`src/rtl/vga_scan_out_if.sv`:
```
// Pixel-side bus of vga_scan_out: scan position and pulses out, mapped color in, VGA pins out.
interface vga_scan_out_if;
  logic        pix_en;
  logic [11:0] color_in;
  logic [9:0]  x;
  logic [9:0]  y;
  logic        active;
  logic        line_start;
  logic        frame_start;
  logic [3:0]  vga_r;
  logic [3:0]  vga_g;
  logic [3:0]  vga_b;
  logic        vga_hs;
  logic        vga_vs;

  modport master (
    input  pix_en, color_in,
    output x, y, active, line_start, frame_start,
    output vga_r, vga_g, vga_b, vga_hs, vga_vs
  );

  modport slave (
    output pix_en, color_in,
    input  x, y, active, line_start, frame_start,
    input  vga_r, vga_g, vga_b, vga_hs, vga_vs
  );
endinterface

```
`src/rtl/vga_scan_out.sv`:
```
// Raster timing generator and VGA output stage with blank/sync delayed to match the pixel pipeline.
// Optional feature: define VGA_TEST_PATTERN_EN to replace color_in with 8 vertical color bars.
module vga_scan_out #(
  parameter int unsigned H_ACTIVE   = 640,
  parameter int unsigned H_FP       = 16,
  parameter int unsigned H_SYNC     = 96,
  parameter int unsigned H_BP       = 48,
  parameter int unsigned V_ACTIVE   = 480,
  parameter int unsigned V_FP       = 10,
  parameter int unsigned V_SYNC     = 2,
  parameter int unsigned V_BP       = 33,
  parameter int unsigned PIPE_DELAY = 2
) (
  input  logic           clk,
  input  logic           rst_n,
  vga_scan_out_if.master bus
);

  localparam int unsigned CW      = 10;
  localparam int unsigned RGB_W   = 12;
  localparam int unsigned H_TOTAL = H_ACTIVE + H_FP + H_SYNC + H_BP;
  localparam int unsigned V_TOTAL = V_ACTIVE + V_FP + V_SYNC + V_BP;

  localparam logic [CW-1:0] H_LAST   = CW'(H_TOTAL - 1);
  localparam logic [CW-1:0] V_LAST   = CW'(V_TOTAL - 1);
  localparam logic [CW-1:0] H_VIS    = CW'(H_ACTIVE);
  localparam logic [CW-1:0] V_VIS    = CW'(V_ACTIVE);
  localparam logic [CW-1:0] HS_FIRST = CW'(H_ACTIVE + H_FP);
  localparam logic [CW-1:0] HS_LAST  = CW'(H_ACTIVE + H_FP + H_SYNC - 1);
  localparam logic [CW-1:0] VS_FIRST = CW'(V_ACTIVE + V_FP);
  localparam logic [CW-1:0] VS_LAST  = CW'(V_ACTIVE + V_FP + V_SYNC - 1);

  logic [CW-1:0]    hcount;
  logic [CW-1:0]    vcount;
  logic [CW-1:0]    hcount_nxt_c;
  logic [CW-1:0]    vcount_nxt_c;
  logic             h_wrap_c;
  logic             v_wrap_c;
  logic             active_c;
  logic             hs_raw_c;
  logic             vs_raw_c;

  logic             line_start_q;
  logic             frame_start_q;

  logic [PIPE_DELAY-1:0] act_pipe;
  logic [PIPE_DELAY-1:0] hs_pipe;
  logic [PIPE_DELAY-1:0] vs_pipe;
  logic             act_d_c;
  logic             hs_d_c;
  logic             vs_d_c;

  logic [RGB_W-1:0] pixel_src_c;
  logic [RGB_W-1:0] rgb_q;
  logic             hs_q;
  logic             vs_q;

  // Raster decode from the live counters.
  assign h_wrap_c = (hcount == H_LAST);
  assign v_wrap_c = (vcount == V_LAST);
  assign active_c = (hcount < H_VIS) && (vcount < V_VIS);
  assign hs_raw_c = !((hcount >= HS_FIRST) && (hcount <= HS_LAST));
  assign vs_raw_c = !((vcount >= VS_FIRST) && (vcount <= VS_LAST));

  // Counter next state: hcount steps each tick, vcount steps on hcount wrap.
  always_comb begin
    hcount_nxt_c = hcount;
    vcount_nxt_c = vcount;
    if (bus.pix_en) begin
      if (h_wrap_c) begin
        hcount_nxt_c = '0;
        vcount_nxt_c = v_wrap_c ? '0 : vcount + CW'(1);
      end else begin
        hcount_nxt_c = hcount + CW'(1);
      end
    end
  end

  // Counters rest at the last position so the first tick lands on (0,0).
  always_ff @(posedge clk or negedge rst_n) begin
    if (!rst_n) begin
      hcount <= H_LAST;
      vcount <= V_LAST;
    end else begin
      hcount <= hcount_nxt_c;
      vcount <= vcount_nxt_c;
    end
  end

  // Pulses mark the clock after the wrapping tick and clear on any other clock.
  always_ff @(posedge clk or negedge rst_n) begin
    if (!rst_n) begin
      line_start_q  <= 1'b0;
      frame_start_q <= 1'b0;
    end else begin
      line_start_q  <= bus.pix_en && h_wrap_c;
      frame_start_q <= bus.pix_en && h_wrap_c && v_wrap_c;
    end
  end

  // Blank/sync delay line, shifting in at bit 0 and read from the top bit.
  always_ff @(posedge clk or negedge rst_n) begin
    if (!rst_n) begin
      act_pipe <= '0;
      hs_pipe  <= '1;
      vs_pipe  <= '1;
    end else if (bus.pix_en) begin
      act_pipe <= PIPE_DELAY'({act_pipe, active_c});
      hs_pipe  <= PIPE_DELAY'({hs_pipe, hs_raw_c});
      vs_pipe  <= PIPE_DELAY'({vs_pipe, vs_raw_c});
    end
  end

  assign act_d_c = act_pipe[PIPE_DELAY-1];
  assign hs_d_c  = hs_pipe[PIPE_DELAY-1];
  assign vs_d_c  = vs_pipe[PIPE_DELAY-1];

`ifdef VGA_TEST_PATTERN_EN
  localparam int unsigned BAR_W      = H_ACTIVE / 8;
  localparam int unsigned BAR_PIPE_W = 3 * PIPE_DELAY;

  logic [2:0]            bar_c;
  logic [2:0]            bar_d_c;
  logic [BAR_PIPE_W-1:0] bar_pipe;
  logic                  unused_color_in_c;

  function automatic logic [RGB_W-1:0] bar_color(input logic [2:0] bar);
    logic [RGB_W-1:0] rgb;
    case (bar)
      3'd0:    rgb = 12'hFFF;
      3'd1:    rgb = 12'hFF0;
      3'd2:    rgb = 12'h0FF;
      3'd3:    rgb = 12'h0F0;
      3'd4:    rgb = 12'hF0F;
      3'd5:    rgb = 12'hF00;
      3'd6:    rgb = 12'h00F;
      default: rgb = 12'h000;
    endcase
    return rgb;
  endfunction

  // Bar index rides the same delay line as blanking so it lines up with the delayed x.
  assign bar_c = 3'(hcount / CW'(BAR_W));

  always_ff @(posedge clk or negedge rst_n) begin
    if (!rst_n) begin
      bar_pipe <= '0;
    end else if (bus.pix_en) begin
      bar_pipe <= BAR_PIPE_W'({bar_pipe, bar_c});
    end
  end

  assign bar_d_c           = bar_pipe[BAR_PIPE_W-1 -: 3];
  assign pixel_src_c       = bar_color(bar_d_c);
  assign unused_color_in_c = ^bus.color_in;
`else
  assign pixel_src_c = bus.color_in;
`endif

  // Pin register: blank forces black, syncs follow the delay line.
  always_ff @(posedge clk or negedge rst_n) begin
    if (!rst_n) begin
      rgb_q <= '0;
      hs_q  <= 1'b1;
      vs_q  <= 1'b1;
    end else if (bus.pix_en) begin
      rgb_q <= act_d_c ? pixel_src_c : '0;
      hs_q  <= hs_d_c;
      vs_q  <= vs_d_c;
    end
  end

  assign bus.x           = hcount;
  assign bus.y           = vcount;
  assign bus.active      = active_c;
  assign bus.line_start  = line_start_q;
  assign bus.frame_start = frame_start_q;
  assign bus.vga_r       = rgb_q[11:8];
  assign bus.vga_g       = rgb_q[7:4];
  assign bus.vga_b       = rgb_q[3:0];
  assign bus.vga_hs      = hs_q;
  assign bus.vga_vs      = vs_q;

endmodule

```
`src/flat_wrapper.sv`:
```
// flat-port wrapper written by rule: the top's interface ports become plain ports
module vga_scan_out_flat 
#(
  parameter int unsigned H_ACTIVE   = 640,
  parameter int unsigned H_FP       = 16,
  parameter int unsigned H_SYNC     = 96,
  parameter int unsigned H_BP       = 48,
  parameter int unsigned V_ACTIVE   = 480,
  parameter int unsigned V_FP       = 10,
  parameter int unsigned V_SYNC     = 2,
  parameter int unsigned V_BP       = 33,
  parameter int unsigned PIPE_DELAY = 2
)
  (clk, rst_n, bus_pix_en, bus_color_in, bus_x, bus_y, bus_active, bus_line_start, bus_frame_start, bus_vga_r, bus_vga_g, bus_vga_b, bus_vga_hs, bus_vga_vs);
  vga_scan_out_if bus_i ();
  input  logic clk;
  input  logic rst_n;
  input wire logic [$bits(bus_i.pix_en)-1:0] bus_pix_en;
  input wire logic [$bits(bus_i.color_in)-1:0] bus_color_in;
  output wire logic [$bits(bus_i.x)-1:0] bus_x;
  output wire logic [$bits(bus_i.y)-1:0] bus_y;
  output wire logic [$bits(bus_i.active)-1:0] bus_active;
  output wire logic [$bits(bus_i.line_start)-1:0] bus_line_start;
  output wire logic [$bits(bus_i.frame_start)-1:0] bus_frame_start;
  output wire logic [$bits(bus_i.vga_r)-1:0] bus_vga_r;
  output wire logic [$bits(bus_i.vga_g)-1:0] bus_vga_g;
  output wire logic [$bits(bus_i.vga_b)-1:0] bus_vga_b;
  output wire logic [$bits(bus_i.vga_hs)-1:0] bus_vga_hs;
  output wire logic [$bits(bus_i.vga_vs)-1:0] bus_vga_vs;
  assign bus_i.pix_en = bus_pix_en;
  assign bus_i.color_in = bus_color_in;
  assign bus_x = bus_i.x;
  assign bus_y = bus_i.y;
  assign bus_active = bus_i.active;
  assign bus_line_start = bus_i.line_start;
  assign bus_frame_start = bus_i.frame_start;
  assign bus_vga_r = bus_i.vga_r;
  assign bus_vga_g = bus_i.vga_g;
  assign bus_vga_b = bus_i.vga_b;
  assign bus_vga_hs = bus_i.vga_hs;
  assign bus_vga_vs = bus_i.vga_vs;
  vga_scan_out #(.H_ACTIVE(H_ACTIVE), .H_FP(H_FP), .H_SYNC(H_SYNC), .H_BP(H_BP), .V_ACTIVE(V_ACTIVE), .V_FP(V_FP), .V_SYNC(V_SYNC), .V_BP(V_BP), .PIPE_DELAY(PIPE_DELAY)) u_core (.clk(clk), .rst_n(rst_n), .bus(bus_i));
endmodule
```
`config.mk`:
```
export PLATFORM = sky130hd
export DESIGN_NAME = vga_scan_out_flat
export DESIGN_NICKNAME = d
export VERILOG_FILES = /design/src/rtl/vga_scan_out_if.sv /design/src/rtl/vga_scan_out.sv /design/src/flat_wrapper.sv
export SDC_FILE = /design/constraint.sdc
export NUM_CORES = 1
export LEC_CHECK = 0
export BUFFER_PORTS_ARGS = -buffer_cell sky130_fd_sc_hd__buf_2
export CAP_MARGIN = 40
export CELL_PAD_IN_SITES_DETAIL_PLACEMENT = 0
export CELL_PAD_IN_SITES_GLOBAL_PLACEMENT = 1
export CORE_AREA = 2 2 95 97
export DETAILED_ROUTE_END_ITERATION = 6
export DIE_AREA = 0 0 97 99
export PLACE_DENSITY = 0.57
export SLEW_MARGIN = 40
export SYNTH_ARGS = -nofsm -noshare
export SYNTH_HDL_FRONTEND = slang
export SYNTH_SLANG_ARGS = --single-unit
```
`constraint.sdc`:
```
create_clock -name clk -period 4.4 [get_ports clk]
set_input_delay 0.88 -clock clk [delete_from_list [all_inputs] [get_ports clk]]
set_output_delay 0.88 -clock clk [all_outputs]
set_load 0.1 [all_outputs]
```
==> flow_summary.yaml, run 1 <==
yosys:
  ys_async_sr_fraction: 1.00
  synth_compound_area_frac: 0.0692
  synthMuxAreaShare: 0.0405
  synth_xor_area_frac: 0.0594
  ys_ff_latch: 42
  synthDistinctLibCells: 32
  synth_seq_area_share: 0.559
  synthAdderAreaFrac: 0.0261
  ys.flop_type: "dfrtp_1"
  synth_edf_count: 0
  synth_top_family_by_area: "simple AND/OR/NAND/NOR gates"
  yosysWarnings: 0
  synthesis.area_um2: 1920
  synth_fp_nets: 202
  synthCells: 183
  synth_simple_gate_area_share: 0.197
  synth_area_per_cell_um2: 10.5
min_path:
  hold_depth: 2
  min-delay-start: "u_core.hs_pipe[0]"
  worstHoldPathType: "reg -> reg"
  holdPathEnd: "u_core.hs_pipe[0]"
grt:
  grt_pass1_vias: 1501
  grt_max_degree: 43
  antenna_found_initial: 0
  grt_pass1_wl_um: 7860
  grtUsageTotal: 0.102
  grt_overflow: 0
timing:
  maxSlewViolCount: 0
  fin_crit_sh: 0.587
  slew_headroom: 0.545
  clock_skew_ns: 0.00497
  hold_viol: 0
  fin_setup_tns_ns: 0
  period_needed_ns: 2.58
  rsz0062_at_grt: "no"
  holdWs_ns: 0.495
  setup_violations: 0
  max_clock_freq_ghz: 0.387
  max_slew.worst_pin.slew_ns: 0.683
layout:
  antenna_cells: 0
  drive_gt1_frac: 0.354
  fin_nets: 255
  area_growth_syn_to_layout_pct: 25.3
  n_fill_cell: 916
setup_path:
  start_kind: "register"
  rr_startpoint: "u_core.bus.x[4]"
  worstRegToRegCells: 4
  worstReg2RegEnd: "u_core.bus.y[9]"
  cp_max_fo: 7
  crit_type: "reg -> out"
  cp-end-kind: "primary output"
  rrSetupSlack_ns: 2.16
  critPathArrivalTime_ns: 1.70
  worstPathRequired_ns: 3.52
route:
  drcViolationCount: 0
  routedWlPerCell_um: 13.7
  routed_via_density: 4.36
  detail_route.first_pass.iterations: 4
  routed_wl_um: 4730
  ant_nets: 0
  drt_iter0_markers: 30
  num_vias: 1505
clocking:
  cts_hold_buf: 0
  insertion_delay_ns: 0.29
  cts_sinks: 42
  cts-root-to-sink-buffers: 2
  cts_buffers: 5
  postCtsSetupBuffers: 0
  cts_root_buffer: "clkbuf_8"
  cts_tree: "yes"
  cts_resized: 0
  clk_pin_slew_ns: 0.09
  htree_num_levels: 2
floorplanning:
  core_area_um2: 8550
  initial_core_util: 0.224
  die_x_um: 97
  placementRows: 34
  io_pins: 52
  die_h_um: 99
  die_area_um2: 9600
place:
  gp_congestion: 0.708
  port_buffers: 51
  dp_hpwl_um: 3310
power_and_ir_drop:
  power_density_nw_per_um2: 510
  p_int_uw: 684
  power_switching_uw: 540
  clkPwrFrac: 0.255
  sw_frac_of_total: 0.441
  power_frac_comb: 0.344
  peakVddDrop_v: 0.000186
  p_leak_uw: 0.00107
  seqPwrFrac: 0.401
job:
  cap_violations: 0
outcome:
  status: "finished, final reports clean"
cell usage in the layout (no fill, tap or decap), types with 2 or more instances in the layout:
master	netlist	layout
xor2_1	3	3
o21ai_0	18	18
or3_1	2	2
buf_2	0	50
nand2_1	5	5
dfrtp_1	26	26
nand3_1	24	24
nor4b_1	2	2
nor4_1	3	3
and2_1	2	2
nor2_1	11	11
a21oi_1	2	2
clkbuf_8	0	5
o21a_1	2	2
mux2_2	6	6
nor3_1	5	5
inv_1	19	19
dfstp_2	16	16
xnor2_1	10	10
nand4_1	7	7
ha_1	4	4
power by group through the flow:
stage	clock (uW)	combinational, uW	sequential (uW)
2_1_floorplan	0	84.9	756
3_3_place_gp	0	424	499
3_5_place_dp	0	425	499
4_1_cts	324	425	493
5_1_grt	338	443	501
6_report	312	421	491
metal layers:
layer  GRT usage  vias to the layer above  part of all wire
li1            -                      738                 -
met1       0.137                      718              0.49
met2       0.159                       44              0.44
met3      0.0319                        5             0.066
met4      0.0293                        0            0.0072
met5           0                        -                 0
through the flow:
step | setup WS (ns) | utilization | cell area [um^2] | power (uW) | instances
4_1_cts | 1.77 | 0.281 | 2400 | 1240 | 345
3_5_place_dp | 1.51 | 0.268 | 2290 | 924 | 337
3_3_place_gp | 1.55 | 0.268 | 2290 | 924 | 337
6_report | 1.82 | 0.281 | 2400 | 1220 | 345
2_1_floorplan | 0.327 | - | 1920 | 840 | 183
5_1_grt | 1.66 | 0.281 | 2400 | 1280 | 345
synth_stat cells (3+ instances only):
library cell / number / area, um^2
nor4_1: 3 / 18.8
clkbuf_1: 4 / 15.0
ha_1: 4 / 50.1
mux2_2: 6 / 67.6
dfrtp_1: 26 / 651
nand3_1: 24 / 120
dfstp_2: 16 / 420
o21ai_0: 18 / 90.1
nand4_1: 7 / 43.8
nor2_1: 11 / 41.3
inv_1: 19 / 71.3
xnor2_1: 10 / 87.6
nand2_1: 5 / 18.8
xor2_1: 3 / 26.3
nor3_1: 5 / 25.0
logic make-up (layout without fill, tap and decap cells):
| logic type | after synthesis | in the layout |
|---|---|---|
| simple gates | 68 | 68 |
| compound gates | 24 | 24 |
| fa+ha+maj | 4 | 4 |
| mux | 7 | 7 |
| buf+inv | 25 | 79 |
| xor+xnor | 13 | 13 |
| flops | 42 | 42 |
worst max-delay path by stage:
| stage | endpoint | slack [ns] | from |
|---|---|---|---|
| final | bus_active | 1.82 | u_core.bus.x[7] |
| after global routing | u_core.bus.y[9] | 1.66 | bus_pix_en |
| after CTS | bus_active | 1.77 | u_core.bus.x[7] |
| after detailed placement | u_core.bus.y[9] | 1.51 | bus_pix_en |
| after global placement | u_core.bus.y[9] | 1.55 | bus_pix_en |
| after floorplan | bus_active | 0.33 | u_core.bus.y[6] |
cell type report:
| class | count | area (um^2) | share of cell area |
|---|---|---|---|
| Tap cell | 108 | 135 | 0.0563 |
| Inverter | 20 | 75.1 | 0.0313 |
| Clock inverter | 2 | 37.5 | 0.0156 |
| Multi-Input combinational cell | 116 | 752 | 0.313 |
| Clock buffer | 6 | 72.6 | 0.0302 |
| Sequential cell | 42 | 1070 | 0.446 |
| Timing Repair Buffer | 51 | 258 | 0.107 |
critical path, stage by stage, from the launching register on:
cell	delay, ns
dfrtp_1	0.47
o21a_1	0.24
nor3_1	0.22
buf_2	0.48
sequential cells by signal, summed over array words and instances (netlist names):
signal                  flops
u_core.bus.x               10
u_core.rgb_q               12
u_core.bus.line_start       1
u_core.act_pipe             2
u_core.hs_pipe              2
u_core.bus.y               10
u_core.bus.frame_start      1
u_core.bus.vga_hs           1
u_core.vs_pipe              2
u_core.bus.vga_vs           1
Power figures use the tool's default switching activity.
==> run 2: changes to the inputs <==
Clock period 4.4 ns to 2.6 ns, I/O delays scaled along.
==> flow_summary.yaml, run 2 (synthesized netlist as in run 1, its figures left out) <==
setup_path:
  worstRegToRegCells: 4
  cp_max_fo: 7
  crit_family: "flip-flops"
  cpPeakStageDelay_ns: 0.48
  worstPathRequired_ns: 2.08
  start_kind: "register"
  cp_cell_sequence: "nand3_1 -> nor2_1 -> nor3_4 -> buf_2"
  cp_slowest_cell: "dfrtp_1"
  cp_num_buf_inv: 1
  crit_type: "reg -> out"
  path_depth: 4
  critPathArrivalTime_ns: 1.69
  cp-end-kind: "primary output"
grt:
  grt_max_degree: 36
  grt_pass1_vias: 1550
  antenna_found_initial: 0
  grt_pass1_wl_um: 7920
  grt_overflow: 0
  grtUsageTotal: 0.102
floorplanning:
  die_h_um: 99
  core_area_um2: 8550
  placementRows: 34
  initial_core_util: 0.224
  die_x_um: 97
  die_area_um2: 9600
  io_pins: 52
power_and_ir_drop:
  power_uw: 1970
  p_leak_uw: 0.00108
  power_density_nw_per_um2: 816
  peakVddDrop_v: 0.000248
layout:
  final_cell_mix: "51 x buf_2, 26 x dfrtp_1, 24 x nand3_1"
  area_growth_syn_to_layout_pct: 25.8
  postLayoutCellArea_um2: 2410
  largest_register_ffs: 12
  drive_gt1_frac: 0.371
  largest_register: "u_core.rgb_q"
  final_util: 0.282
  fin_nets: 258
  antenna_cells: 0
  mostFrequentLayoutCell: "buf_2"
place:
  port_buffers: 51
  gp_congestion: 0.773
  dp_hpwl_um: 3410
  post_dp_cell_area_um2: 2320
  dp_slack_ns: 0.429
route:
  detail_route.first_pass.iterations: 4
  drcViolationCount: 0
  routed_via_density: 4.34
  routedWlPerCell_um: 13.3
  num_vias: 1509
  drt_iter0_markers: 72
  routed_wl_um: 4630
  ant_nets: 0
timing:
  slew_headroom: 0.669
  period_needed_ns: 2.21
  max_clock_freq_ghz: 0.452
  fin_setup_tns_ns: 0
  max_slew.worst_pin.slew_ns: 0.500
  rsz0062_at_grt: "no"
  fin_crit_sh: 0.852
  fin_ws_ns: 0.386
  setup_violations: 0
  hold_viol: 0
  clock_skew_ns: 0.0116
  maxSlewViolCount: 0
clocking:
  cts_root_buffer: "clkbuf_8"
  postCtsSetupBuffers: 0
  cts-root-to-sink-buffers: 2
  clk_pin_slew_ns: 0.09
  cts_resized: 0
  cts_tree: "yes"
  htree_num_levels: 2
  cts_hold_buf: 0
  cts_buffers: 5
  insertion_delay_ns: 0.30
  cts_sinks: 42
job:
  cap_violations: 0
outcome:
  status: "finished, final reports clean"
min_path:
  worstHoldPathType: "in -> async"
==> run 2: cell types whose count changed in the layout (fill, tap and decap cells not counted), sizes merged <==
cell,delta
clkbuf,-1
buf,+3
clkinv,+2
bufinv,-1
==> run 2: metrics by stage <==
step | std cells | hold WS, ns
2_1_floorplan | 183 | 0.224
3_3_place_gp | 340 | 0.467
3_5_place_dp | 340 | 0.472
4_1_cts | 348 | 0.132
5_1_grt | 348 | 0.137
6_report | 348 | 0.128
==> run 2: area by class of cell <==
| class | instances | area (um^2) |
|---|---|---|
| Tap cell | 108 | 135 |
| Clock inverter | 3 | 21.3 |
| Timing Repair Buffer | 54 | 278 |
| Clock buffer | 5 | 68.8 |
| Sequential cell | 42 | 1070 |
| Multi-Input combinational cell | 116 | 763 |
| Fill cell | 930 | 6140 |
| Inverter | 20 | 75.1 |
==> run 2: report_power, final <==
group	switching (uW)	internal [uW]
clock	244	189
sequential	75.9	742
combinational	587	130
==> run 2: worst paths after layout <==
check / start / to / slack (ns)
setup reg to reg: u_core.bus.x[4] / u_core.bus.y[9] / 0.39
hold reg to reg: u_core.hs_pipe[0] / u_core.hs_pipe[0] / 0.50
setup / recovery: u_core.bus.y[5] / bus_active / 0.39
min in group clk: bus_color_in[5] / u_core.rgb_q[5] / 0.45
max in group asynchronous: rst_n / u_core.bus.y[9] / 1.85
hold / removal: rst_n / u_core.rgb_q[7] / 0.13
==> run 2: worst register-to-register path: cells and delay by family (launching register included) <==
family,cells,cell delay (ns)
flops,1,0.60
compound gates,1,0.16
simple gates,3,1.37
==> run 2: routing by layer <==
| metal | global-route usage | wire, um |
|---|---|---|
| met2 | 0.162 | 2050 |
| met5 | 0 | 0 |
| met1 | 0.139 | 2320 |
| met4 | 0.0260 | 34 |
| met3 | 0.0291 | 220 |
